File: config.mk
export PLATFORM = sky130hd
export DESIGN_NAME = seq_gen
export DESIGN_NICKNAME = d
export VERILOG_FILES = /design/src/rtl/seq_gen.sv
export SDC_FILE = /design/constraint.sdc
export NUM_CORES = 1
export LEC_CHECK = 0
export ABC_AREA = 1
export ABC_CLOCK_PERIOD_IN_PS = 1700
export BUFFER_PORTS_ARGS = -buffer_cell sky130_fd_sc_hd__buf_2
export CAP_MARGIN = 20
export CORE_ASPECT_RATIO = 1.5
export CORE_MARGIN = 2
export CORE_UTILIZATION = 39
export CTS_BUF_LIST = sky130_fd_sc_hd__clkbuf_4 sky130_fd_sc_hd__clkbuf_8
export CTS_CLUSTER_DIAMETER = 200
export DETAILED_ROUTE_END_ITERATION = 8
export GPL_TIMING_DRIVEN = 0
export PLACE_DENSITY = 0.61
export SETUP_SLACK_MARGIN = 0.5
export SYNTH_ARGS = -nofsm -noshare
export SYNTH_HDL_FRONTEND = slang
export SYNTH_SLANG_ARGS = --single-unit
File: constraint.sdc
create_clock -name clk -period 1.7 [get_ports clk]
set_input_delay 0.34 -clock clk [delete_from_list [all_inputs] [get_ports clk]]
set_output_delay 0.34 -clock clk [all_outputs]
set_load 0.05 [all_outputs]
File: src/rtl/seq_gen.sv
// Serial pattern generator: sends a latched bit pattern MSB-first, repeated with optional idle gaps.
// Latency 1 cycle from accept to first bit; in_ready only in IDLE, descriptor inputs ignored otherwise.
module seq_gen #(
    parameter int MAX_LEN = 8,
    parameter int CNT_W   = 4
) (
    input  logic               clk,
    input  logic               rst,
    input  logic               in_valid,
    output logic               in_ready,
    input  logic [MAX_LEN-1:0] in_pattern,
    input  logic [4:0]         in_len,
    input  logic [CNT_W-1:0]   in_reps,
    input  logic [CNT_W-1:0]   in_gap,
    input  logic               abort,
    output logic               x,
    output logic               x_valid,
    output logic               busy,
    output logic               done
);

    localparam logic [4:0] MAX_LEN_W = 5'(MAX_LEN);

    typedef enum logic [1:0] {
        IDLE = 2'd0,
        SEND = 2'd1,
        GAP  = 2'd2
    } state_t;

    state_t state, state_n;

    // pat_q holds the pattern left-aligned so the first bit is always the MSB;
    // sh_q is the working copy shifted once per sent bit.
    logic [MAX_LEN-1:0] pat_q, pat_n;
    logic [MAX_LEN-1:0] sh_q, sh_n;
    logic [4:0]         len_q, len_n;
    logic [CNT_W-1:0]   gap_q, gap_n;
    logic [4:0]         bit_q, bit_n;
    logic [CNT_W-1:0]   rep_q, rep_n;
    logic [CNT_W-1:0]   gcnt_q, gcnt_n;
    logic               x_n, xv_n, done_n, busy_n;

    logic [4:0]         len_eff;
    logic [4:0]         shamt;
    logic [MAX_LEN-1:0] aligned;

    always_comb begin
        len_eff = ((in_len == 5'd0) || (in_len > MAX_LEN_W)) ? MAX_LEN_W : in_len;
        shamt   = MAX_LEN_W - len_eff;
        aligned = in_pattern << shamt;
    end

    assign in_ready = (state == IDLE);

    always_comb begin
        state_n = state;
        pat_n   = pat_q;
        sh_n    = sh_q;
        len_n   = len_q;
        gap_n   = gap_q;
        bit_n   = bit_q;
        rep_n   = rep_q;
        gcnt_n  = gcnt_q;
        x_n     = 1'b0;
        xv_n    = 1'b0;
        done_n  = 1'b0;

        case (state)
            IDLE: begin
                if (in_valid) begin
                    state_n = SEND;
                    pat_n   = aligned;
                    sh_n    = aligned << 1;
                    len_n   = len_eff;
                    gap_n   = in_gap;
                    rep_n   = in_reps;
                    bit_n   = len_eff - 5'd1;
                    x_n     = aligned[MAX_LEN-1];
                    xv_n    = 1'b1;
                end
            end
            SEND: begin
                if (abort) begin
                    state_n = IDLE;
                end else if (bit_q != 5'd0) begin
                    bit_n = bit_q - 5'd1;
                    x_n   = sh_q[MAX_LEN-1];
                    xv_n  = 1'b1;
                    sh_n  = sh_q << 1;
                end else if (rep_q != '0) begin
                    rep_n = rep_q - CNT_W'(1);
                    if (gap_q != '0) begin
                        state_n = GAP;
                        gcnt_n  = gap_q;
                    end else begin
                        bit_n = len_q - 5'd1;
                        x_n   = pat_q[MAX_LEN-1];
                        xv_n  = 1'b1;
                        sh_n  = pat_q << 1;
                    end
                end else begin
                    state_n = IDLE;
                    done_n  = 1'b1;
                end
            end
            GAP: begin
                if (abort) begin
                    state_n = IDLE;
                end else if (gcnt_q == CNT_W'(1)) begin
                    state_n = SEND;
                    bit_n   = len_q - 5'd1;
                    x_n     = pat_q[MAX_LEN-1];
                    xv_n    = 1'b1;
                    sh_n    = pat_q << 1;
                end else begin
                    gcnt_n = gcnt_q - CNT_W'(1);
                end
            end
            default: begin
                state_n = IDLE;
            end
        endcase

        busy_n = (state_n != IDLE);
    end

    always_ff @(posedge clk) begin
        if (rst) begin
            state   <= IDLE;
            pat_q   <= '0;
            sh_q    <= '0;
            len_q   <= '0;
            gap_q   <= '0;
            bit_q   <= '0;
            rep_q   <= '0;
            gcnt_q  <= '0;
            x       <= 1'b0;
            x_valid <= 1'b0;
            busy    <= 1'b0;
            done    <= 1'b0;
        end else begin
            state   <= state_n;
            pat_q   <= pat_n;
            sh_q    <= sh_n;
            len_q   <= len_n;
            gap_q   <= gap_n;
            bit_q   <= bit_n;
            rep_q   <= rep_n;
            gcnt_q  <= gcnt_n;
            x       <= x_n;
            x_valid <= xv_n;
            busy    <= busy_n;
            done    <= done_n;
        end
    end

endmodule
Word level (Yosys, flattened, before mapping)
Index checks and enable logic that the tools add are counted.
- flip-flop bits (word level): 44
- word-level logic and storage cells: 103
- output and inout bits: 5
- shift-type cells: 1
- mux-type cells: 54
- reductions and logical operators: 15
- $lt $le $gt $ge: 1
- eq/ne operators: 13
- bitwise logic cells: 1
- add/sub/neg operators: 6
- operators with widths (kind ; count):
    two-way mux 8 bit ; 7
    two-way mux 4 bit ; 10
    two-way mux 5 bit ; 8
    one-hot mux 8 bit (3 select lines) ; 1
    != test 2 bit (second input constant) ; 8
    one-hot mux 4 bit (2 select lines) ; 2
    two-way mux 1 bit ; 15
    one-hot mux 5 bit (3 select lines) ; 1
    subtractor 5 x 1 -> 5 bit (second input constant) ; 3
    two-way mux 2 bit ; 7
    AND reduction 7 bit ; 2
    nonzero test 4 bit ; 2
    left shift 8 x 5 -> 8 bit ; 1
    subtractor 4 x 1 -> 4 bit (second input constant) ; 2
    != test 3 bit (second input constant) ; 2
    one-hot mux 1 bit (3 select lines) ; 2
    one-hot mux 2 bit (3 select lines) ; 1
    nonzero test 2 bit ; 3
    greater-than comparator 5 x 4 -> 1 bit (second input constant) ; 1
    zero test 5 bit ; 1
    AND reduction 5 bit ; 1
    nonzero test 5 bit ; 1
    subtractor 4 x 5 -> 5 bit (first input constant) ; 1
    equality test 4 x 1 -> 1 bit (second input constant) ; 1
    other kinds (8) ; 8

Longest topological paths before layout
Gate-level depths: netlist of run 1.
- depth in word-level cells: 7
- gate-level depth with buffers: 14
- depth with buffers taken out: 13

Worst setup path after synthesis of run 1
No wires, ideal clock.
- kind: reg2reg
- start: register state[0]
- end: register sh_q[4]
- setup time: 0.109 ns
- data arrival time: 1.762 ns
- buffers on the path: 1
- stages on the path, launching flop included: 12
- data required time: 1.591 ns
- clock period less this slack: 1.871 ns
- slack: -0.171 ns
- cell sequence: dfxtp_1 -> inv_1 -> ha_1 -> inv_1 -> nor2_1 -> nor3_2 -> nand2_1 -> a21oi_4 -> buf_6 -> nand3_1 -> nand2_1 -> inv_1
- cells in the longest elaborated chain, start to end: 3
- ends and longest elaborated chain (what ; RTL line ; RTL):
    start: declaration ; 30 ; state_t state, state_n;
    start signal: assignment ; 142 ; state <= state_n;
    zero test 2 bit * ; - ;
    via in_ready ; 10 ; output logic in_ready,
    != test 2 bit (no line) or nonzero test 3 bit (tied branches) ; - ;
    AND reduction 7 bit (no line) ; - ;
    end signal: assignment ; 144 ; sh_q <= sh_n;
    end: declaration ; 35 ; logic [MAX_LEN-1:0] sh_q, sh_n;
Mark *: on every way through the listed nets, which the timed path passes. The rest lies on a longest branch.
A chain may end at the register's enable or synchronous reset.

Worst setup path in the final report of run 1
- start: register state[0]
- end: register gcnt_q[3]
- cells in the longest elaborated chain, start to end: 3
- ends and longest elaborated chain (what ; RTL line ; RTL):
    equality test 2 bit or equality test 2 x 1 -> 1 bit (tied branches) ; 68 ; case (state)
    != test 2 bit (no line) or nonzero test 2 bit (tied branches) ; - ;
    AND reduction 7 bit (no line) ; - ;
    end signal: assignment ; 149 ; gcnt_q <= gcnt_n;
    end: declaration ; 40 ; logic [CNT_W-1:0] gcnt_q, gcnt_n;
Several ways; a longest one is shown, not always the timed one.

==> results of run 1 <==
final cells by class:
type                    count  share of cell area
flip-flops and latches     43               0.208
repair buffers             62               0.128
clock buffers               6              0.0197
multi-input cells         307               0.493
inverters                  55              0.0671
clock inverters             2             0.00835
plain buffers              19              0.0531
well taps                  78              0.0232
critical path: cells and delay by family, from the launching register on:
kind	cells	cell delay, ns
simple gates	3	0.42
fa+ha+maj	1	0.19
compound gates	2	0.25
buf+inv	3	0.36
flops	1	0.38
state kept, by name, indices dropped and copies added, names as in the netlist, 2 cells and up:
register / cells
len_q: 5
pat_q: 8
state: 2
sh_q: 7
bit_q: 5
gap_q: 4
rep_q: 4
gcnt_q: 4
worst max-delay path by stage:
stage	from	end	slack, ns	cells after the start
final	state[0]	gcnt_q[3]	-0.02	9
after global routing	bit_q[0]	busy	-0.09	12
after CTS	state[0]	sh_q[7]	0.03	12
after detailed placement	in_len[3]	sh_q[5]	-0.26	13
after global placement	in_len[3]	sh_q[5]	-0.24	13
after floorplan	state[1]	sh_q[4]	0.13	11
timing repair:
item / CTS / global route
resized for setup: 118 / 44
setup buffers: 22 / 6
pin swaps: 28 / 16
cloned: 6 / 0
endpoints found under the setup margin: 47 / 45
kinds of logic after synthesis:
logic type | after synthesis | synth area share
flops | 43 | 0.316
simple gates | 190 | 0.300
buf+inv | 74 | 0.111
fa+ha+maj | 12 | 0.0551
compound gates | 100 | 0.202
xor+xnor | 5 | 0.0161
where the power goes:
part	switching, uW	internal (uW)	total (uW)
Combinational	933	707	1640
Clock	379	476	855
Sequential	92.9	1130	1220
Total	1400	2310	3720
per-stage QoR:
| step | std cells | worst slack, ns | hold slack, ns |
|---|---|---|---|
| CTS | 566 | 0.0308 | 0.293 |
| global route | 572 | -0.0905 | 0.307 |
| detailed placement | 530 | -0.257 | 0.454 |
| global placement | 530 | -0.242 | 0.449 |
| floorplan | 424 | 0.127 | 0.417 |
| finish | 572 | -0.0222 | 0.289 |
cell usage in the layout (no fill, tap or decap), drive strengths merged:
| cell | Yosys | layout |
|---|---|---|
| o31ai | 1 | 1 |
| clkinvlp | 0 | 1 |
| xnor2 | 2 | 2 |
| a21oi | 30 | 30 |
| bufinv | 0 | 1 |
| a211oi | 4 | 4 |
| buf | 9 | 69 |
| a31oi | 6 | 6 |
| or2 | 1 | 1 |
| nor3 | 6 | 6 |
| nor4 | 1 | 1 |
| ha | 12 | 12 |
| nand3 | 46 | 46 |
| inv | 55 | 53 |
| o21ai | 55 | 55 |
| o22ai | 3 | 3 |
| xor2 | 3 | 3 |
| nor2 | 42 | 42 |
| dfxtp | 43 | 43 |
| clkbuf | 10 | 18 |
| clkinv | 0 | 2 |
| o211ai | 1 | 1 |
| nand2 | 87 | 87 |
| nand4 | 7 | 7 |
metal layers:
layer | up-vias | part of all wire | wire length (um) | global-route usage
met5 | - | 0 | 0 | 0
met4 | 0 | 0.039 | 347 | 0.121
met3 | 33 | 0.044 | 395 | 0.0360
met2 | 119 | 0.55 | 4880 | 0.454
met1 | 1453 | 0.37 | 3300 | 0.252
li1 | 1541 | - | - | -
==> run_results.csv, run 1 <==
group,metric,value,unit
floorplan,start_util,0.400,
power_and_ir_drop,p_per_area,886,nW/um^2
routing,ant_nets,0,
critical_path,crit_type,"reg -> reg",
global_routing,grt_start_max_net_pins,14,
timing,final.setup.tns,-0.0263,ns
run,cap_violations,0,
floorplan,die_area,7690,um^2
hold_path,hold_class,"in -> reg",
clocking,h-tree-depth,2,
critical_path,worstRegToRegCells,9,
global_routing,grt_pass1_vias,3092,
critical_path,critPathCaptureType,"flip-flop",
timing,worstMarginPinSlew,0.762,ns
logic_synthesis,netlist_area,2730,um^2
clocking,cts_hold_buf,0,
logic_synthesis,synth_cells,424,
place,place.gp.congestion,0.870,
power_and_ir_drop,ir_worst_vdd,515,uV
logic_synthesis,async_reset_ff_frac,0,
floorplan,die_h,106,um
floorplan,fp-row-count,37,
timing,fin_crit_sh,1.01,
critical_path,cp_cell_sequence,"buf_4, ha_2, buf_6, inv_6, nor2_1, nor3_2, nand3_2, o21ai_1, a21oi_1",
timing,final_max_slew_viol_count,0,
place,dp_hpwl,5760,um
timing,grt_setup_unrepaired,"yes",
logic_synthesis,synth.distinct_cells,33,
critical_path,required,1.89,ns
logic_synthesis,synth_most_common_cell,"nand2_1",
logic_synthesis,synth_ff_type,"dfxtp_1",
finish,areaGrowthSynthToFinish,54.0,%
logic_synthesis,yosysSeqAreaShare,0.316,
critical_path,start_kind,"flip-flop",
timing,finalClockSkew,0.00651,ns
outcome,violations,"setup timing",
power_and_ir_drop,finalPower,3720,uW
hold_path,hold_path.startpoint,"in_gap[0]",
clocking,worstSkewPairLatency,0.30,ns
routing,post_drt_wl_per_cell,15.6,um
logic_synthesis,syn_area_per_cell,6.43,um^2
routing,drt_iter0_drc,181,
finish,stdcell_area,4200,um^2
power_and_ir_drop,leakagePower,0.00184,uW
global_routing,antenna_found_initial,0,
routing,drc,0,
clocking,cts_sinks,43,
clocking,clkSlewWorstSetupHoldPaths,0.09,ns
finish,finish.utilization,0.617,
global_routing,grt-ovfl-total,0,
timing,maxSlewHeadroom,0.492,
logic_synthesis,synth_fp_nets,461,
global_routing,grt_pass1_wl,14600,um
floorplan,io_pins,30,
logic_synthesis,synth_largest_area_cell,"dfxtp_1",
logic_synthesis,yosys-top-cells-count,"86 x nand2_1, 52 x inv_1, 52 x o21ai_0",
place,port_buffers,28,
hold_path,holdPathStages,3,
timing,worst_slack,-0.0222,ns
critical_path,r2r_end,"gcnt_q[3]",
logic_synthesis,ys_ff_latch,43,
routing,via_per_inst,5.50,
critical_path,timing.rr.start,"state[0]",
clocking,cts_tree,"yes",
floorplan,die_width,72.3,um
critical_path,worstPathMaxFanout,8,
global_routing,track_usage,0.242,
clocking,cts_buffers,5,
finish,seq_area,873,um^2
hold_path,hold_path_end,"gap_q[0]",
finish,antennaDiodeCount,0,
timing,final_hold_viol_count,0,
timing,fin_crit,1.72,ns
critical_path,worst-r2r-setup-slack,-0.02,ns
timing,finalSetupViolCount,2,
routing,first_pass_iters,5,
logic_synthesis,yosysWarnings,0,
place,placed_area,3220,um^2
critical_path,crit_arrival,1.92,ns
logic_synthesis,synth_area_leaders,"dfxtp_1 32%, nand2_1 12%, o21ai_0 9.6%",
outcome,outcome,"complete, but fails checks",
floorplan,coreArea,6810,um^2
clocking,cts.path.max_buffers,2,
timing,max_freq,581,MHz
critical_path,critPathSlowestCell,"dfxtp_4",
finish,multi_input_area,2070,um^2
routing,drt_wl_total,8920,um
finish,fillerInstances,605,
critical_path,max_stage_delay,0.38,ns
logic_synthesis,yosys.area.top_type_share,0.316,
clocking,cts-root-buf,"clkbuf_8",
routing,routed-via-count,3146,
finish,drive_above_1_share,0.415,
finish,nets,530,
logic_synthesis,synth_edf_count,0,
(Power assumes the default switching activity.)
==> inputs of run 2 (changes only) <==
--- a/config.mk
+++ b/config.mk
@@ -5,7 +5,7 @@
 export SDC_FILE = /design/constraint.sdc
 export NUM_CORES = 1
 export LEC_CHECK = 0
-export ABC_AREA = 1
+export ABC_AREA = 0
 export ABC_CLOCK_PERIOD_IN_PS = 1700
 export BUFFER_PORTS_ARGS = -buffer_cell sky130_fd_sc_hd__buf_2
 export CAP_MARGIN = 20
==> run 2 against run 1 <==
Compared with the run above:
- the flow still finishes with violations (setup timing)
- clock skew up 0.00075 ns
- sequential power up 6%
- count of clock-buffer cells in the layout unchanged
- global-route usage down 0.52 points
- clock power up 0.5%
- setup slack worse by 0.62 ns
- fmax down 26%
- wire length up 5.0%
- cell count down 12%
- first-iteration DRC count down 20%
- design area up 5.6%
- hold slack about the same
- largest power group unchanged
- highest routed layer unchanged
==> run_results.csv, run 2 <==
group,metric,value,unit
floorplan,die_width,71.9,um
clocking,cts-root-buf,"clkbuf_8",
timing,maxSlewHeadroom,0.605,
critical_path,required,1.94,ns
timing,final_max_slew_viol_count,0,
outcome,violations,"setup timing",
finish,stdcell_area,4430,um^2
logic_synthesis,synth_cells,336,
global_routing,antenna_found_initial,0,
timing,worst_slack,-0.638,ns
place,port_buffers,29,
critical_path,worstPathMaxFanout,6,
logic_synthesis,async_reset_ff_frac,0,
floorplan,die_area,7620,um^2
finish,largest_reg_flops,8,
finish,multi_input_area,2300,um^2
logic_synthesis,yosys-top-cells-count,"43 x dfxtp_1, 33 x nor2_1, 32 x a21oi_1",
timing,final_hold_viol_count,0,
timing,finalClockSkew,0.00727,ns
power_and_ir_drop,p_per_area,1070,nW/um^2
routing,drt_iter0_drc,144,
critical_path,crit_arrival,2.58,ns
finish,final_common_cell,"dfxtp_1",
routing,drt_wl_total,9370,um
global_routing,grt_start_max_net_pins,14,
routing,post_drt_wl_per_cell,18.6,um
global_routing,track_usage,0.237,
finish,finish.utilization,0.652,
place,dp_hpwl,5860,um
global_routing,grt_pass1_vias,2875,
hold_path,hold_class,"in -> reg",
floorplan,io_pins,30,
outcome,outcome,"complete, but fails checks",
global_routing,grt_pass1_wl,14200,um
clocking,cts_sinks,43,
finish,nets,461,
clocking,worstSkewPairLatency,0.30,ns
timing,fin_crit,2.34,ns
finish,final_cells,503,
power_and_ir_drop,ir_worst_vdd,492,uV
critical_path,critPathCaptureType,"flip-flop",
routing,ant_nets,0,
timing,max_freq,428,MHz
place,dp.cells,443,
run,cap_violations,0,
floorplan,fp-row-count,37,
floorplan,die_h,106,um
logic_synthesis,yosys.area.top_type_share,0.319,
logic_synthesis,synth_ff_type,"dfxtp_1",
critical_path,crit_type,"reg -> reg",
floorplan,start_util,0.397,
logic_synthesis,syn_area_per_cell,8.04,um^2
finish,seq_area,876,um^2
timing,finalSetupViolCount,26,
timing,worstMarginPinSlew,0.592,ns
routing,routed-via-count,2942,
clocking,cts_tree,"yes",
finish,top_register,"pat_q",
finish,top_regs,"pat_q x8, sh_q x7",
timing,grt_setup_unrepaired,"yes",
routing,via_per_inst,5.85,
logic_synthesis,yosysSeqAreaShare,0.319,
logic_synthesis,synth_most_common_cell,"dfxtp_1",
timing,fin_crit_sh,1.38,
logic_synthesis,yosysWarnings,0,
logic_synthesis,synth_edf_count,0,
critical_path,start_kind,"flip-flop",
logic_synthesis,synth.distinct_cells,59,
routing,met2_length,5120,um
logic_synthesis,ys_ff_latch,43,
routing,first_pass_iters,4,
logic_synthesis,netlist_area,2700,um^2
place,placed_area,3240,um^2
finish,areaGrowthSynthToFinish,64.2,%
global_routing,grt-ovfl-total,0,
floorplan,coreArea,6810,um^2
power_and_ir_drop,leakagePower,0.00173,uW
finish,drive_above_1_share,0.518,
clocking,cts_buffers,5,
routing,met1_length,3550,um
clocking,h-tree-depth,2,
clocking,cts.path.max_buffers,2,
finish,antennaDiodeCount,0,
logic_synthesis,synth_largest_area_cell,"dfxtp_1",
place,place.gp.congestion,0.828,
clocking,clkSlewWorstSetupHoldPaths,0.09,ns
finish,fillerInstances,546,
routing,route.met3.wl,315,um
routing,highest_layer,"met4",
clocking,cts_hold_buf,0,
logic_synthesis,synth_fp_nets,373,
place,post-place-ws,-0.867,ns
logic_synthesis,synth_area_leaders,"dfxtp_1 32%, a21oi_1 5.9%, ha_1 5.6%",
routing,drc,0,
timing,hold_ws,0.289,ns
finish,layout_common_cells,"37 x dfxtp_1, 32 x buf_4, 27 x nor2_1",
[run 2: repair_timing]
action | in CTS | in global routing
gates resized for setup | 84 | 65
buffers inserted | 30 | 18
gates cloned | 2 | 2
pin swaps | 34 | 29
endpoints found under the hold margin | 0 | 0
endpoints found under the setup margin | 46 | 46
[run 2: stage by stage]
step	setup TNS (ns)	power (uW)
finish	-9.66	4740
global route	-11.79	4930
CTS	-8.24	4270
detailed placement	-18.31	2800
global placement	-17.92	2780
floorplan	-6.86	2420
[run 2: path summary, 6_finish.rpt]
check / startpoint / to / depth (start not counted) / slack, ns
worst max register to register: bit_q[0] / rep_q[0] / 9 / -0.64
worst min-delay path: in_gap[3] / gap_q[3] / 3 / 0.29
worst min register to register: pat_q[7] / pat_q[7] / 2 / 0.47
worst max-delay path: bit_q[0] / rep_q[0] / 9 / -0.64
[run 2: where the power goes]
part,internal (uW),switching (uW)
Combinational,1310,1290
Sequential,1150,140
Clock,476,383
[run 2: cell type report]
cell class | count | share of cell area
Buffer | 22 | 0.0590
Clock buffer | 6 | 0.0186
Clock inverter | 2 | 0.00790
Inverter | 18 | 0.0169
Multi-Input combinational cell | 253 | 0.519
Sequential cell | 43 | 0.198
Tap cell | 78 | 0.0220
Timing Repair Buffer | 81 | 0.159
[run 2: metal layers]
| layer | GRT usage | vias to the layer above |
|---|---|---|
| li1 | - | 1403 |
| met3 | 0.0218 | 27 |
| met5 | 0 | - |
| met4 | 0.0997 | 0 |
| met2 | 0.441 | 86 |
| met1 | 0.269 | 1426 |
[run 2: kinds of logic after synthesis]
kind of cell               after synthesis  share of synthesized area
AOI/OAI and AO/OA                       98                      0.246
xor gates and xnor gates                 9                     0.0292
adders and majority gates               12                     0.0556
buffers and inverters                   40                     0.0570
DFF                                     43                      0.319
muxes                                   17                     0.0732
and+or+nand+nor                        117                      0.221
[run 2: worst max-delay path, stage by stage, from the launching register on]
cell	delay [ns]
dfxtp_2	0.33
inv_2	0.06
ha_4	0.13
or4b_4	0.45
buf_6	0.14
o31a_1	0.27
or3_4	0.34
buf_6	0.14
or3_4	0.32
a21oi_2	0.11
